==> src/rtl/or_pkg.sv <==
// Shared constants and types for the bitwise OR unit.
package or_pkg;

    localparam int OR_WIDTH = 4;

    typedef logic [OR_WIDTH-1:0] word_t;

endpackage : or_pkg

==> src/rtl/or_4b_reg_if.sv <==
// Operand, control and result bundle for or_4b_reg; master drives operands, slave is the OR unit.
interface or_4b_reg_if #(
    parameter int WIDTH = or_pkg::OR_WIDTH
);

    logic [WIDTH-1:0] x;
    logic [WIDTH-1:0] y;
    logic [WIDTH-1:0] out;
    logic             in_valid;
    logic             acc_en;
    logic             clear;
    logic [WIDTH-1:0] out_q;
    logic             out_valid;
    logic             any_set;

    modport master (
        output x, y, in_valid, acc_en, clear,
        input  out, out_q, out_valid, any_set
    );

    modport slave (
        input  x, y, in_valid, acc_en, clear,
        output out, out_q, out_valid, any_set
    );

endinterface : or_4b_reg_if

==> src/rtl/or_bitwise.sv <==
// Pure combinational WIDTH-bit OR; bits never mix across positions.
module or_bitwise #(
    parameter int WIDTH = or_pkg::OR_WIDTH
) (
    input  logic [WIDTH-1:0] a,
    input  logic [WIDTH-1:0] b,
    output logic [WIDTH-1:0] y
);

    assign y = a | b;

endmodule : or_bitwise

==> src/rtl/or_4b_reg.sv <==
// Bitwise OR unit: combinational x | y plus a registered, optionally accumulating copy.
module or_4b_reg
    import or_pkg::*;
#(
    parameter int WIDTH = OR_WIDTH
) (
    input  logic        clk,
    input  logic        rst,
    or_4b_reg_if.slave  bus
);

    logic [WIDTH-1:0] or_xy;
    logic [WIDTH-1:0] or_acc;
    logic [WIDTH-1:0] out_q_d;
    logic [WIDTH-1:0] out_q_q;
    logic             out_valid_d;
    logic             out_valid_q;

    or_bitwise #(.WIDTH(WIDTH)) u_or_comb (
        .a (bus.x),
        .b (bus.y),
        .y (or_xy)
    );

    // Accumulation merges the fresh operands with the held value; saturates naturally at all ones.
    or_bitwise #(.WIDTH(WIDTH)) u_or_acc (
        .a (or_xy),
        .b (out_q_q),
        .y (or_acc)
    );

    always_comb begin
        // NOTE: every always_comb output gets a default first so no path leaves it unassigned (no latch).
        out_q_d     = out_q_q;
        out_valid_d = 1'b0;
        if (bus.clear) begin
            out_q_d     = '0;
            out_valid_d = 1'b0;
        end else if (bus.in_valid) begin
            out_q_d     = bus.acc_en ? or_acc : or_xy;
            out_valid_d = 1'b1;
        end
    end

    always_ff @(posedge clk or posedge rst) begin
        // NOTE: state registers use non-blocking assignments so all flops update together at the edge.
        if (rst) begin
            out_q_q     <= '0;
            out_valid_q <= 1'b0;
        end else begin
            out_q_q     <= out_q_d;
            out_valid_q <= out_valid_d;
        end
    end

    assign bus.out       = or_xy;
    assign bus.out_q     = out_q_q;
    assign bus.out_valid = out_valid_q;
    assign bus.any_set   = |out_q_q;

endmodule : or_4b_reg

==> src/flat_wrapper.sv <==
// flat-port wrapper written by rule: the top's interface ports become plain ports
module or_4b_reg_flat import or_pkg::*;
#(
    parameter int WIDTH = OR_WIDTH
)
  (clk, rst, bus_x, bus_y, bus_in_valid, bus_acc_en, bus_clear, bus_out, bus_out_q, bus_out_valid, bus_any_set);
  or_4b_reg_if #(.WIDTH(WIDTH)) bus_i ();
  input  logic clk;
  input  logic rst;
  input wire logic [$bits(bus_i.x)-1:0] bus_x;
  input wire logic [$bits(bus_i.y)-1:0] bus_y;
  input wire logic [$bits(bus_i.in_valid)-1:0] bus_in_valid;
  input wire logic [$bits(bus_i.acc_en)-1:0] bus_acc_en;
  input wire logic [$bits(bus_i.clear)-1:0] bus_clear;
  output wire logic [$bits(bus_i.out)-1:0] bus_out;
  output wire logic [$bits(bus_i.out_q)-1:0] bus_out_q;
  output wire logic [$bits(bus_i.out_valid)-1:0] bus_out_valid;
  output wire logic [$bits(bus_i.any_set)-1:0] bus_any_set;
  assign bus_i.x = bus_x;
  assign bus_i.y = bus_y;
  assign bus_i.in_valid = bus_in_valid;
  assign bus_i.acc_en = bus_acc_en;
  assign bus_i.clear = bus_clear;
  assign bus_out = bus_i.out;
  assign bus_out_q = bus_i.out_q;
  assign bus_out_valid = bus_i.out_valid;
  assign bus_any_set = bus_i.any_set;
  or_4b_reg #(.WIDTH(WIDTH)) u_core (.clk(clk), .rst(rst), .bus(bus_i));
endmodule
==> config.mk <==
export PLATFORM = sky130hd
export DESIGN_NAME = or_4b_reg_flat
export DESIGN_NICKNAME = d
export VERILOG_FILES = /design/src/rtl/or_pkg.sv /design/src/rtl/or_4b_reg_if.sv /design/src/rtl/or_bitwise.sv /design/src/rtl/or_4b_reg.sv /design/src/flat_wrapper.sv
export SDC_FILE = /design/constraint.sdc
export NUM_CORES = 1
export LEC_CHECK = 0
export BUFFER_PORTS_ARGS = -buffer_cell sky130_fd_sc_hd__buf_2
export CORE_AREA = 2 2 39 41
export CTS_BUF_LIST = sky130_fd_sc_hd__clkbuf_4
export DETAILED_ROUTE_END_ITERATION = 8
export DIE_AREA = 0 0 41 43
export GPL_TIMING_DRIVEN = 0
export SLEW_MARGIN = 0
export SYNTH_ARGS = -nofsm -noshare
export SYNTH_HDL_FRONTEND = slang
export SYNTH_SLANG_ARGS = --single-unit
==> constraint.sdc <==
create_clock -name clk -period 2.75 [get_ports clk]
set_clock_uncertainty 0.2 [all_clocks]
set_input_delay 0.55 -clock clk [delete_from_list [all_inputs] [get_ports clk]]
set_output_delay 0.55 -clock clk [all_outputs]
set_load 0.05 [all_outputs]
==> results of run 1 <==
-- power breakdown --
part,internal [mW],leakage (nW),switching [mW]
registers,0.0797,0.0640,0.00229
logic,0.0215,0.151,0.0569
clock network,0.0646,0.0184,0.0279
-- worst max path at each step --
stage                                    from          end  slack (ns)  cells past startpoint
after floorplan           u_core.bus.out_q[0]  bus_any_set        0.84                      2
after global placement               bus_y[0]   bus_out[0]        0.96                      4
after detailed placement             bus_y[1]   bus_out[1]        0.93                      4
after CTS                            bus_y[1]   bus_out[1]        0.93                      4
after global routing                 bus_y[3]   bus_out[3]        0.89                      4
final                                bus_y[1]   bus_out[1]        0.94                      4
-- registers in the layout, indices dropped and copies added, names as in the netlist --
name / flops
u_core.bus.out_q: 4
u_core.bus.out_valid: 1
-- cell type report --
class                      instances  area [um2]
sequential                         5       125.1
multi-input combinational         11       78.83
timing repair buffer              23       120.1
tap                               16       20.02
fill                             152       972.2
clock buffer                       4       30.03
inverter                          10       37.54
-- cell usage after synthesis --
| master | count |
|---|---|
| o32ai_1 | 4 |
| nand2b_2 | 1 |
| nand4_1 | 1 |
| inv_2 | 1 |
| dfrtp_1 | 5 |
| inv_1 | 9 |
| nor2_1 | 4 |
| nor2b_4 | 1 |
-- metrics by stage --
step                      utilization (%)  std cells  area, um2
after floorplan                         -         26      241.5
after global placement              26.85         64      371.6
after detailed placement            26.85         64      371.6
after CTS                           29.75         69      411.6
after global routing                29.75         69      411.6
final                               29.75         69      411.6
-- metal layers --
layer,up-vias,track usage [%],share of wire [%]
li1,135,-,-
met1,95,9.901,43
met2,17,9.375,44
met3,0,3.141,13
met4,0,10.00,0
met5,-,0,0
-- worst max-delay path, cell delays in order --
cell and delay [ns]:
buf_2 0.09, nor2_1 0.15, inv_1 0.05, buf_2 0.20
-- cells by family after synthesis --
kind of cell,after synthesis,synth area share (%)
compound gates,4,14.51
simple gates,7,18.13
flops,5,51.81
buf+inv,10,15.54
==> impl_results.md, run 1 <==
- Site Rows: 14
- Die ar.: 1763 um2
- Overall die height: 43 um
- Total power: 253.0 uW
- HPWL Detailed: 487.1 um
- Distinct cells, synth: 8
- Yosys top cell by area: dfrtp_1
- CTS max path bufs: 2
- Via density: 3.580
- Hold path endpoint: u_core.bus.out_q[3]
- Avg WL per Cell: 8.188 um
- CP arrival: 1.06 ns
- Gate Count Post-Synth: 26
- Clock insertion delay at the later pin of the skew report: 0.24 ns
- Die W: 41 um
- R2R Setup Slk: 1.77 ns
- Pre-CTS WS: 0.9332 ns
- Max Clk Rate: 0.5538 GHz
- Placer congestion estimate: 0.7731
- #FFs+latches synth: 5
- Crit start category: input pin
- Syn-to-layout area delta: 70.47%
- Static leakage: 0.2337 nW
- Period utilization: 65.67%
- Ant diodes: 0
- Tot GR Track Use: 8.198%
- Initial antenna violation count: 0
- Drt pass-1 iters: 1
- Slew @ Worst Pin: 0.2542 ns
- Pwr dens: 614.5 nW/um2
- Clock transition at path regs: 0.04 ns
- Initial DRC count: 0
- Core area: 1384 um2
- Mean Syn Cell Area: 9.288 um2
- R2r startpoint: u_core.bus.out_q[1]
- Syn_nets: 39
- Routed Wire Length: 565 um
- WHS: 0.3597 ns
- Vias: 247
- Crit path required time: 2.00 ns
- CTS Hold Bufs: 1
- FF-to-FF path depth: 2
- Final ANT Viol Nets: 0
- DRC viols: 0
- Setup bufs post-CTS: 0
- Unrepaired setup endpoints after global routing: no
- Worst Hold Depth: 2
- Post-Syn Area: 241.5 um2
- Top cell type's share of synthesized area: 51.81%
- CTS Sinks: 5
- VDD IR-drop max: 0.1502 mV
- Synth top area cells: dfrtp_1 52%, o32ai_1 15%, inv_1 14%
- Crit-path max FO: 2
- Synth Warn #: 0
- Io pins: 23
- Share of layout cells above drive strength 1: 54.72%
- CTS H-tree lvls: 1
- Largest net degree at the start of global routing: 6
- # resized after CTS: 0
- Critical path type: input pin to primary output
- CTS tree: done
- Root Buffer: clkbuf_4
- Maxcap violations: 0
- GRT overflow: 0
- Fin worst setup slack: 0.9442 ns
- Endpoints failing hold: 0
- Status: finished, final reports clean
- Most frequent cells in the layout: 22 x buf_2, 9 x inv_1, 5 x dfrtp_1
- Final Max Tran Viols: 0
- Final net count: 67
- # setup viols final: 0
- Rel. slew slack: 83.00%
- Hold WC Path Type: flip-flop to flip-flop
- First-pass GRT wire length: 876 um
- Leading cell type in the layout, fill and taps excluded: buf_2
- Worst Setup End Kind: primary output
- Number of global-route vias before repair: 224
- CTS Buf Count: 3
- Capturing point of the worst reg2reg path: u_core.bus.out_q[1]
- Sum of negative setup slack: 0 ns
- # port buffers: 22
- Crit path time final: 1.806 ns
- Seq/Total Area, Yosys: 51.81%
- Hold_sp: u_core.bus.out_q[3]
- Initial Util: 17.45%
(Power assumes the default switching activity.)
==> inputs of run 2 (changes only) <==
ABC_AREA = 1   (was unset)
clock period = 1.6 ns   (was 2.75 ns; I/O delays follow)
==> run 2 against run 1 <==
Power grew 73%; sequential power rose by 77%; routed wire length increased by 9.9%; highest routed layer unchanged; critical path depth fell by 1; hold slack worse by 0.26 ns; clock power rose by 75%; critical path type is now flip-flop to primary output.
==> impl_results.md, run 2 <==
- Worst Setup End Kind: primary output
- R2R Setup Slk: 0.65 ns (-1.12 ns)
- Placer congestion estimate: 0.6985 (-9.6%)
- Syn-to-layout area delta: 66.67%
- CTS Buf Count: 3 (unchanged)
- Crit path required time: 1.08 ns (-0.92 ns)
- Layout Cells excl Fill: 83 (+20%)
- Clock transition at path regs: 0.04 ns (about the same)
- Vias: 318 (+29%)
- Io pins: 23 (unchanged)
- Die W: 41 um (unchanged)
- Pwr dens: 986.2 nW/um2 (+60%)
- Area of the multi-input gates: 121.4 um2 (+54%)
- VDD IR-drop max: 0.2937 mV (+96%)
- Sum of negative setup slack: 0 ns (unchanged)
- Filler Cell Count: 155 (+2.0%)
- #FFs+latches synth: 5 (unchanged)
- # port buffers: 22 (unchanged)
- Initial DRC count: 5 (+5)
- Placement Cell Area: 399.1 um2 (+7.4%)
- Site Rows: 14 (unchanged)
- Critical path type: flip-flop to primary output
- Static leakage: 0.2576 nW (+10%)
- Core area: 1384 um2 (unchanged)
- Initial antenna violation count: 0 (unchanged)
- Crit path max-delay family: flip-flops
- Drt pass-1 iters: 4 (+3)
- Synth Warn #: 0 (unchanged)
- Post-Syn Area: 266.5 um2 (+10%)
- Status: finished, final reports clean
- Number of global-route vias before repair: 265 (+18%)
- Largest net degree at the start of global routing: 6 (unchanged)
- CTS tree: done
- Final Max Tran Viols: 0 (unchanged)
- WHS: 0.09534 ns (-0.2644 ns)
- Endpoints failing hold: 0 (unchanged)
- Unrepaired setup endpoints after global routing: no
- CTS Sinks: 5 (unchanged)
- Maxcap violations: 0 (unchanged)
- GRT overflow: 0 (unchanged)
- Hold WC Path Type: input pin to flip-flop
- Post-synth top cells: 21 x nand2_1, 6 x nor2_1, 5 x dfrtp_1, 5 x inv_1
- Primary FF master, synth: dfrtp_1
- Distinct cells, synth: 7 (-1)
- Final ANT Viol Nets: 0 (unchanged)
- Routed Wire Length: 621 um (+9.9%)
- Worst Path Buf+Inv: 1 (-2)
- Yosys top cell by area: dfrtp_1
- Clock insertion delay at the later pin of the skew report: 0.24 ns (about the same)
- Pre-CTS WS: 0.2584 ns (-0.6747 ns)
- Period utilization: 95.07%
- First-pass GRT wire length: 938 um (+7.1%)
- Synth top area cells: dfrtp_1 47%, nand2_1 30%, nor2_1 8.5%
- Gate Count Post-Synth: 40 (+54%)
- Cells along the critical path: nor2_2 > nand2_1 > buf_4
- Die ar.: 1763 um2 (unchanged)
- Most frequent cells in the layout: 21 x nand2_1, 21 x buf_2, 5 x nor2_1, 5 x inv_1, 4 x clkbuf_4
- # setup viols final: 0 (unchanged)
- Syn_nets: 53 (+36%)
- Ant diodes: 0 (unchanged)
- Root Buffer: clkbuf_4
- Max Clk Rate: 0.6574 GHz
- Mean Syn Cell Area: 6.663 um2 (-28%)
- CTS H-tree lvls: 1 (unchanged)
- Via density: 3.831 (+7.0%)
- Final net count: 81 (+21%)
- EDFF count, synth: 0 (unchanged)
- Crit start category: flip-flop
- Tot GR Track Use: 8.266% (+0.068 points)
- Placed cell count: 78 (+22%)
- Post-layout util: 32.10% (+2.4 points)
- Register area: 127.6 um2 (+2.0%)
- Rel. slew slack: 83.56% (+0.56 points)
- Seq/Total Area, Yosys: 46.95% (-4.9 points)
- CP arrival: 1.00 ns (-0.06 ns)
- Max reg flops: 4 (unchanged)
- Crit path time final: 1.521 ns
- Final Cell Area: 444.2 um2 (+7.9%)
- CTS max path bufs: 2 (unchanged)
- Initial Util: 19.26% (+1.8 points)
- Overall die height: 43 um (unchanged)
- Most common cell in the netlist: nand2_1
- Avg WL per Cell: 7.482 um (-8.6%)
- CP max-delay cell: dfrtp_2
- Ys async rst share: 100.0% (unchanged)
- DRC viols: 0 (unchanged)
- Slew @ Worst Pin: 0.2483 ns (-0.005887 ns)
- Fin worst setup slack: 0.07883 ns (-0.8653 ns)
- Total power: 438.0 uW (+73%)
- Top cell type's share of synthesized area: 46.95% (-4.9 points)
- Crit-path max FO: 4 (+2)
- Critical Path Max Stage Delay: 0.42 ns (+0.22 ns)
- Share of layout cells above drive strength 1: 47.76% (-7.0 points)
==> run 2: changes by cell type in the layout (fill, tap and decap cells not counted), moves of 2 or more <==
cell and delta:
dfrtp_1 -2, dfrtp_2 +2, inv_1 -4, nand2_1 +21, nor2_2 +2, o32ai_1 -4
==> run 2: area by class of cell <==
cell class | instances | area share (%)
clock buffer | 4 | 6.761
inverter | 6 | 5.070
multi-input combinational | 29 | 27.32
sequential | 5 | 28.73
tap | 16 | 4.507
timing repair buffer | 23 | 27.61
==> run 2: worst reg2reg max path: cells and delay by family (launching register included) <==
| kind | cells | cell delay (ns) |
|---|---|---|
| and+or+nand+nor | 4 | 0.23 |
| DFF | 1 | 0.41 |
==> run 2: logic make-up after synthesis <==
kind of cell	count (synthesis)	synth area share, %
buf+inv	6	8.450
flops	5	46.95
simple gates	29	44.60
==> run 2: final timing paths <==
path / start / to / depth (start not counted)
worst min-delay path: bus_clear / u_core.bus.out_valid / 2
min in group asynchronous: rst / u_core.bus.out_q[3] / 3
max in group asynchronous: rst / u_core.bus.out_q[1] / 3
worst max-delay path: u_core.bus.out_q[0] / bus_any_set / 3
worst max register to register: u_core.bus.out_q[3] / u_core.bus.out_q[3] / 4
worst min register to register: u_core.bus.out_q[1] / u_core.bus.out_q[1] / 2
==> run 2: metal layers <==
layer | up-vias | wire (um) | track usage, %
met5 | - | 0 | 0
met3 | 0 | 97 | 3.141
met1 | 132 | 262 | 9.446
met2 | 19 | 261 | 11.88
met4 | 0 | 0 | 6.000
li1 | 167 | - | -
==> run 2: timing repair <==
item,4_1_cts,5_1_grt
endpoints found under the hold margin,5,0
buffers inserted,0,0
hold buffers,1,0
endpoints found under the setup margin,0,1
resized for setup,0,3
==> run 2: where the power goes <==
part	leakage (nW)	internal (mW)	switching (mW)
sequential	0.0619	0.137	0.00842
clock	0.0184	0.111	0.0508
combinational	0.177	0.0370	0.0940
==> inputs of run 3 (changes only) <==
ABC_AREA = 0   (was 1)
==> run 3 against run 2 <==
Combinational power grew 3%; via count shrank 19%; power is 0.46% lower; clock power decreased by 2%; cell count is 17% lower; sequential share of layout area grew 2.5 points; die area stayed put; first-iteration DRC count shrank 60%; register-to-register slack got worse by 0.02 ns.
==> impl_results.md, run 3 (synthesized netlist as in run 1, its figures left out) <==
- Status: finished, final reports clean
- VDD IR-drop max: 0.2404 mV (-18%)
- Switching part of the total power: 34.30% (-0.67 points)
- CTS H-tree lvls: 1 (unchanged)
- Flop pwr share: 32.8% (-0.3 points)
- Placer congestion estimate: 0.6786 (-2.8%)
- Sum of negative setup slack: 0 ns (unchanged)
- HPWL Detailed: 488.2 um
- Filler Cell Count: 157 (+1.3%)
- Capturing point of the worst reg2reg path: u_core.bus.out_q[0]
- Io pins: 23 (unchanged)
- Layout Cells excl Fill: 69 (-17%)
- Unrepaired setup endpoints after global routing: no
- Avg WL per Cell: 8.565 um (+14%)
- First-pass GRT wire length: 910 um (-3.0%)
- Initial antenna violation count: 0 (unchanged)
- GRT overflow: 0 (unchanged)
- Final net count: 67 (-17%)
- Clock transition at path regs: 0.04 ns (about the same)
- Routed Wire Length: 591 um (-4.8%)
- Worst Setup End Kind: primary output
- Pwr dens: 1046 nW/um2 (+6.1%)
- Hold WC Path Type: input pin to flip-flop
- Die ar.: 1763 um2 (unchanged)
- Internal power: 286.4 uW (+0.57%)
- Die W: 41 um (unchanged)
- Clock share of power: 36.3% (-0.7 points)
- # resized after CTS: 0 (unchanged)
- WHS: 0.1398 ns (+0.04444 ns)
- Slew @ Worst Pin: 0.2503 ns (+0.001972 ns)
- Ant diodes: 0 (unchanged)
- Crit start category: flip-flop
- Critical path type: flip-flop to primary output
- CTS Buf Count: 3 (unchanged)
- FF-to-FF path depth: 2 (-2)
- Max reg flops: 4 (unchanged)
- Tot GR Track Use: 8.999% (+0.73 points)
- Clock insertion delay at the later pin of the skew report: 0.24 ns (about the same)
- Core area: 1384 um2 (unchanged)
- Via density: 3.739 (-2.4%)
- Crit path time final: 1.517 ns (-0.004046 ns)
- Final Cell Area: 416.7 um2 (-6.2%)
- CTS max path bufs: 2 (unchanged)
- Total power: 436.0 uW (-0.46%)
- Crit path required time: 1.08 ns (about the same)
- Rel. slew slack: 83.43% (-0.13 points)
- Final Max Tran Viols: 0 (unchanged)
- Drt pass-1 iters: 3 (-1)
- Placement Cell Area: 376.6 um2 (-5.6%)
- Pre-CTS WS: 0.2601 ns (+0.001674 ns)
- R2R Setup Slk: 0.63 ns (-0.02 ns)
- Root Buffer: clkbuf_4
- Period utilization: 94.82% (-0.25 points)
- Static leakage: 0.2285 nW (-11%)
- Vias: 258 (-19%)
- # setup viols final: 0 (unchanged)
- Post-layout util: 30.11% (-2.0 points)
- Largest net degree at the start of global routing: 6 (unchanged)
- Maxcap violations: 0 (unchanged)
- Endpoints failing hold: 0 (unchanged)
- Final ANT Viol Nets: 0 (unchanged)
- Syn-to-layout area delta: 72.54%
- Crit-path max FO: 2 (-2)
- CTS Sinks: 5 (unchanged)
- Leading cell type in the layout, fill and taps excluded: buf_2
- Logic pwr share: 30.9% (+1.0 points)
- Share of layout cells above drive strength 1: 62.26% (+15 points)
- # port buffers: 22 (unchanged)
- CP arrival: 1.00 ns (about the same)
- Number of global-route vias before repair: 233 (-12%)
- Net switching power: 149.6 uW (-2.4%)
- Most frequent cells in the layout: 22 x buf_2, 9 x inv_1
- Site Rows: 14 (unchanged)
- Initial DRC count: 2 (-3)
- Max Clk Rate: 0.6591 GHz (+0.27%)
- Initial Util: 17.45% (-1.8 points)
- Overall die height: 43 um (unchanged)
- Fin worst setup slack: 0.08288 ns (+0.004046 ns)
- Placed cell count: 64 (-18%)
- Worst setup path endpoint: bus_any_set
- R2r startpoint: u_core.bus.out_q[0]
- CTS tree: done
- DRC viols: 0 (unchanged)
- Critical Path Source: u_core.bus.out_q[1]
run 3: repair_timing:
action	CTS	global route
hold buffers	1	0
setup buffers	0	0
endpoints found under the hold margin	5	0
run 3: worst min-delay path by stage:
stage | startpoint | end | depth (start not counted) | slack [ns]
5_1_grt | bus_clear | u_core.bus.out_q[3] | 2 | 0.13
3_5_place_dp | rst | u_core.bus.out_valid | 2 | 0.02
6_report | bus_clear | u_core.bus.out_q[1] | 2 | 0.14
2_1_floorplan | rst | u_core.bus.out_valid | 1 | -0.10
4_1_cts | bus_clear | u_core.bus.out_q[2] | 2 | 0.12
3_3_place_gp | rst | u_core.bus.out_valid | 2 | 0.02
run 3: per-layer routing:
layer	routed length [um]	up-vias	GRT usage [%]
met3	79	0	3.141
li1	-	138	-
met4	0	0	14.00
met1	265	102	10.53
met5	0	-	0
met2	247	18	9.375
run 3: layout make-up:
cell class / instances / area [um2] / share of cell area [%]
Inverter: 10 / 37.54 / 9.009
Multi-Input combinational cell: 11 / 78.83 / 18.92
Tap cell: 16 / 20.02 / 4.805
Timing Repair Buffer: 23 / 120.1 / 28.83
Clock buffer: 4 / 30.03 / 7.207
Sequential cell: 5 / 130.1 / 31.23
run 3: power groups by stage:
| stage | clock, mW | sequential [mW] | combinational (mW) |
|---|---|---|---|
| 2_1_floorplan | 0 | 0.182 | 0.0572 |
| 3_3_place_gp | 0 | 0.145 | 0.132 |
| 3_5_place_dp | 0 | 0.145 | 0.134 |
| 4_1_cts | 0.167 | 0.143 | 0.136 |
| 5_1_grt | 0.173 | 0.144 | 0.145 |
| 6_report | 0.158 | 0.143 | 0.135 |
run 3: critical path, cell delays in order, from the launching register on:
cell and delay [ns]:
dfrtp_2 0.38, inv_1 0.08, nand4_1 0.08, buf_2 0.21
